==> src/rtl/rf_write_arbiter_pkg.sv <==
`default_nettype none
// ============================================================================
// rf_pkg : shared types and constants for the register-file writeback path
// Rev 1.0
// ============================================================================
package rf_pkg;

   localparam int unsigned XLEN       = 32;
   localparam int unsigned REG_ADDR_W = 5;
   localparam logic [REG_ADDR_W-1:0] REG_ZERO = 5'd0;

   typedef enum logic {WB_ALU = 1'b0, WB_MEM = 1'b1} wb_src_e;

   typedef enum logic {ALU_PRIO = 1'b0, MEM_PRIO = 1'b1} arb_state_e;

   typedef struct packed {
      logic                  valid;
      logic [REG_ADDR_W-1:0] addr;
      logic [XLEN-1:0]       data;
   } wb_req_t;

endpackage
`default_nettype wire

==> src/rtl/rf_write_arbiter.sv <==
`default_nettype none
// ============================================================================
// rf_write_arbiter : shares the RF write port between ALU and mem writeback,
// ALU priority with a starvation guard; x0 writes are sunk without the port.
// Rev 1.0
// ============================================================================
module rf_write_arbiter #(
   parameter int unsigned XLEN       = rf_pkg::XLEN,
   parameter int unsigned REG_ADDR_W = rf_pkg::REG_ADDR_W,
   parameter int unsigned MAX_WAIT   = 3,
   parameter int unsigned CNT_W      = 16
) (
   input  logic                  clk,
   input  logic                  rst,
   input  logic                  alu_valid,
   output logic                  alu_ready,
   input  logic [REG_ADDR_W-1:0] alu_addr,
   input  logic [XLEN-1:0]       alu_data,
   input  logic                  mem_valid,
   output logic                  mem_ready,
   input  logic [REG_ADDR_W-1:0] mem_addr,
   input  logic [XLEN-1:0]       mem_data,
   output logic                  rf_write_en,
   output logic [REG_ADDR_W-1:0] rf_addr,
   output logic [XLEN-1:0]       rf_write_data,
   output logic                  rf_src,
   output logic [CNT_W-1:0]      conflict_cnt
);
   import rf_pkg::*;

   localparam int unsigned WAIT_W = $clog2(MAX_WAIT + 1);
   localparam logic [WAIT_W-1:0] WAIT_LAST = WAIT_W'(MAX_WAIT - 1);
   localparam logic [WAIT_W-1:0] WAIT_MAX  = WAIT_W'(MAX_WAIT);

   arb_state_e            state_q;
   logic [WAIT_W-1:0]     wait_cnt_q;
   logic [CNT_W-1:0]      conflict_q;
   logic                  wen_q;
   logic [REG_ADDR_W-1:0] addr_q;
   logic [XLEN-1:0]       data_q;
   wb_src_e               src_q;

   logic w_alu_nz, w_mem_nz, w_compete, w_alu_grant, w_mem_grant, w_mem_starve;

   always_comb begin
      w_alu_nz     = alu_valid && (alu_addr != '0);
      w_mem_nz     = mem_valid && (mem_addr != '0);
      w_compete    = w_alu_nz && w_mem_nz;
      w_alu_grant  = w_alu_nz && (!w_mem_nz || (state_q == ALU_PRIO));
      w_mem_grant  = w_mem_nz && (!w_alu_nz || (state_q == MEM_PRIO));
      w_mem_starve = w_mem_nz && !w_mem_grant;
      // x0 requests are sunk immediately, independent of arbitration
      alu_ready    = !rst && alu_valid && ((alu_addr == '0) || w_alu_grant);
      mem_ready    = !rst && mem_valid && ((mem_addr == '0) || w_mem_grant);
   end

   always_ff @(posedge clk or posedge rst) begin
      if (rst) begin
         state_q    <= ALU_PRIO;
         wait_cnt_q <= '0;
         conflict_q <= '0;
         wen_q      <= 1'b0;
         addr_q     <= '0;
         data_q     <= '0;
         src_q      <= WB_ALU;
      end else begin
         case (state_q)
            ALU_PRIO: if (w_mem_starve && (wait_cnt_q == WAIT_LAST)) state_q <= MEM_PRIO;
            MEM_PRIO: if (!w_mem_nz || w_mem_grant) state_q <= ALU_PRIO;
            default:  state_q <= ALU_PRIO;
         endcase

         if (w_mem_starve) begin
            if (wait_cnt_q != WAIT_MAX) wait_cnt_q <= wait_cnt_q + 1'b1;
         end else begin
            wait_cnt_q <= '0;
         end

         if (w_compete && (conflict_q != {CNT_W{1'b1}})) conflict_q <= conflict_q + 1'b1;

         // address/data/source hold when no write is issued
         wen_q <= w_alu_grant || w_mem_grant;
         if (w_mem_grant) begin
            addr_q <= mem_addr;
            data_q <= mem_data;
            src_q  <= WB_MEM;
         end else if (w_alu_grant) begin
            addr_q <= alu_addr;
            data_q <= alu_data;
            src_q  <= WB_ALU;
         end
      end
   end

   assign rf_write_en   = wen_q;
   assign rf_addr       = addr_q;
   assign rf_write_data = data_q;
   assign rf_src        = src_q;
   assign conflict_cnt  = conflict_q;

endmodule
`default_nettype wire

==> config.mk <==
export PLATFORM = sky130hd
export DESIGN_NAME = rf_write_arbiter
export DESIGN_NICKNAME = d
export VERILOG_FILES = /design/src/rtl/rf_write_arbiter_pkg.sv /design/src/rtl/rf_write_arbiter.sv
export SDC_FILE = /design/constraint.sdc
export NUM_CORES = 1
export LEC_CHECK = 0
export ABC_AREA = 1
export CAP_MARGIN = 20
export CORE_ASPECT_RATIO = 0.9
export CORE_MARGIN = 2
export CORE_UTILIZATION = 38
export DETAILED_ROUTE_END_ITERATION = 16
export PLACE_DENSITY = 0.81
export SLEW_MARGIN = 5
export SYNTH_ARGS = -nofsm -noshare
export SYNTH_HDL_FRONTEND = slang
export SYNTH_SLANG_ARGS = --single-unit
==> constraint.sdc <==
create_clock -name clk -period 3.05 [get_ports clk]
set_clock_uncertainty 0.2 [all_clocks]
set_input_delay 0.4575 -clock clk [delete_from_list [all_inputs] [get_ports clk]]
set_output_delay 0.4575 -clock clk [all_outputs]
set_load 0.005 [all_outputs]
==> results.txt <==
top post-synthesis cells by area = dfrtp_1 (47%), nand3_1 (21%), nand2_1 (14%)
non-filler cells, final = 632
largest area contributor in the synthesized netlist = dfrtp_1
antenna violations before repair = 0
first-pass GRT wire length = 15000 µm
layout cell share with drive strength beyond 1 = 6.57%
core box area = 7950 µm²
synth unique cells = 24
CTS tree = built
CTS buffer count = 9
Reg2Reg Setup Slack = 1190 ps
Starting Density = 38.5%
die width = 98.6 µm
Hold Vio Cnt, Final = 0
RR Endpoint = conflict_cnt[10]
setup TNS = 0 ps
Final GP Congestion = 0.883
first drt pass iteration count = 7
Final setup viols = 0
minimum clock period after layout = 2760 ps
Post-CTS Setup Repair Bufs = 0
IO buf count = 134
Mapped Avg Cell Area = 7.73 µm²
Final Max Tran Viols = 0
Row Count = 31
final antenna-violating net count = 0
Hold Slack = 295 ps
DR iter-0 viols = 138
worst min-delay path class = register to register
fmax = 362 MHz
#FFs+latches synth = 58
Pwr Density = 466 nW/µm²
clk slew on worst S/H paths = 60 ps
Die Ht = 89.2 µm
max cap viols = 0
synthesized cell area = 3060 µm²
Least-Margin Pin Slew = 734 ps
Clock Tree Buf Depth = 2
IO Pins = 135
clk_lat worst skew = 330 ps
pin count of the biggest net entering global routing = 59
vias = 3314
Final HPWL DP = 6690 µm
fin crit share = 90.6%
kind of critical path = primary input to primary output
count of cells resized by post-cts repair = 0
VDD IR max = 241 µV
grt ovf = 0
hold endpoint = rf_write_data[20]
clk sinks = 58
count leader, synth = nand3_1
top cells by count, synth = nand3_1 (126), nand2_1 (117), dfrtp_1 (58)
Post-Route WL = 9250 µm
vias in the first global route = 3224
Pleak = 2.09 nW
HP Start = rf_write_data[20]
RSZ-0062 raised after global routing = false
critical path fanouts, max = 4
Synthesized Nets = 477
WHS Path Cells = 2
number of instances in the placed design = 617
worst r2r path cells = 9
Vias/cell = 5.24
Worst setup EP type = primary output
Synth Flop Type = dfrtp_1
Post-route DRC = 0
CP Data Arrival Time = 2110 ps
status = completed
Area growth syn-to-layout = 53.0%
CTS Hold Bufs = 0
EDFF count, synth = 0
Seq/Total Area, Yosys = 47.4%
CP startpoint kind = primary input
Die ar. = 8800 µm²
Inserted Diodes = 0
DR WL/cell = 14.6 µm
Total GRT Usage = 21.5%
Crit path required time = 2390 ps
Async SR Flop Fraction = 100%
fin nets = 610
Cells after Synth = 396
slew margin rel. = 51.1%
CTS root buffer = clkbuf_8
Crit Reg-Reg Startpoint = conflict_cnt[0]
post-synth top area share = 47.4%
Synth Warn # = 0
H-tree depth = 3
## layout by cell type, fill, tap and decap left out
cell type,n
clkdlybuf4s50_1,134
nand3_1,126
nand2_1,117
dfrtp_1,58
nor2_1,23
inv_1,17
clkbuf_8,12
buf_4,8
xor2_1,5
nand2_2,3
inv_2,3
nor2_4,3
xnor2_1,3
o21ai_0,3
nand4_1,3
ha_1,3
nand3b_1,2
a21oi_1,2
nor3_2,1
nor2_2,1
nand4_4,1
nand2_4,1
a31oi_1,1
clkinv_2,1
clkbuf_1,1
bufinv_16,1
## worst max-delay path by stage
stage,start,endpoint,slack (ps),depth (start not counted)
floorplan,rst,alu_ready,390,3
global placement,mem_addr[4],mem_ready,320,8
detailed placement,mem_addr[4],mem_ready,310,8
CTS,alu_addr[2],mem_ready,290,7
global route,alu_addr[2],mem_ready,130,7
finish,mem_addr[4],mem_ready,290,8
## cell families (layout without fill, tap and decap cells)
group	count (synthesis)	after routing	share of synthesized area, %
compound gates	6	6	1.02
buf+inv	40	177	5.92
xor+xnor	8	8	2.29
fa+ha+maj	3	3	1.23
flops	58	58	47.4
simple gates	281	281	42.2
## layer usage
| layer | global-route usage (%) | part of all wire (%) | vias to the layer above |
|---|---|---|---|
| met5 | 0 | 0 | - |
| met4 | 8.97 | 2.0 | 0 |
| met3 | 7.66 | 9.6 | 20 |
| met2 | 34.0 | 46 | 152 |
| met1 | 27.1 | 43 | 1568 |
| li1 | - | - | 1574 |
## critical path: stages
cell	delay, ps
clkdlybuf4s50_1	510
inv_1	50
nand3_1	110
nand2_2	110
inv_2	90
nand2_1	70
a21oi_1	170
clkdlybuf4s50_1	530
## metrics by stage
step | total power, mW | instance area, µm² | utilization, % | setup WS, ps
after floorplan | 1.13 | 3060 | - | 390
after global placement | 1.46 | 4480 | 56.4 | 320
after detailed placement | 1.47 | 4480 | 56.4 | 308
after CTS | 2.21 | 4690 | 58.9 | 290
after global routing | 2.30 | 4690 | 58.9 | 126
final | 2.18 | 4690 | 58.9 | 287
## registers in the layout, summed over array words and instances (netlist names)
name / count
state_q: 1
wait_cnt_q: 2
rf_write_en: 1
rf_src: 1
conflict_cnt: 16
rf_addr: 5
rf_write_data: 32
## where the power goes
part / total [mW] / switching (mW) / leakage [nW] / internal, mW
Sequential: 0.933 / 0.0777 / 0.725 / 0.855
Combinational: 0.527 / 0.218 / 1.26 / 0.309
Clock: 0.723 / 0.285 / 0.106 / 0.439
## final cells by class
cell class | instances | area [µm²]
clock buffers | 13 | 169
clock inverters | 2 | 35.0
well taps | 99 | 124
repair buffers | 142 | 1400
multi-input cells | 298 | 1430
fillers | 688 | 3270
inverters | 20 | 75.1
flip-flops and latches | 58 | 1450
Note: power is estimated with default switching activity, not from simulation.
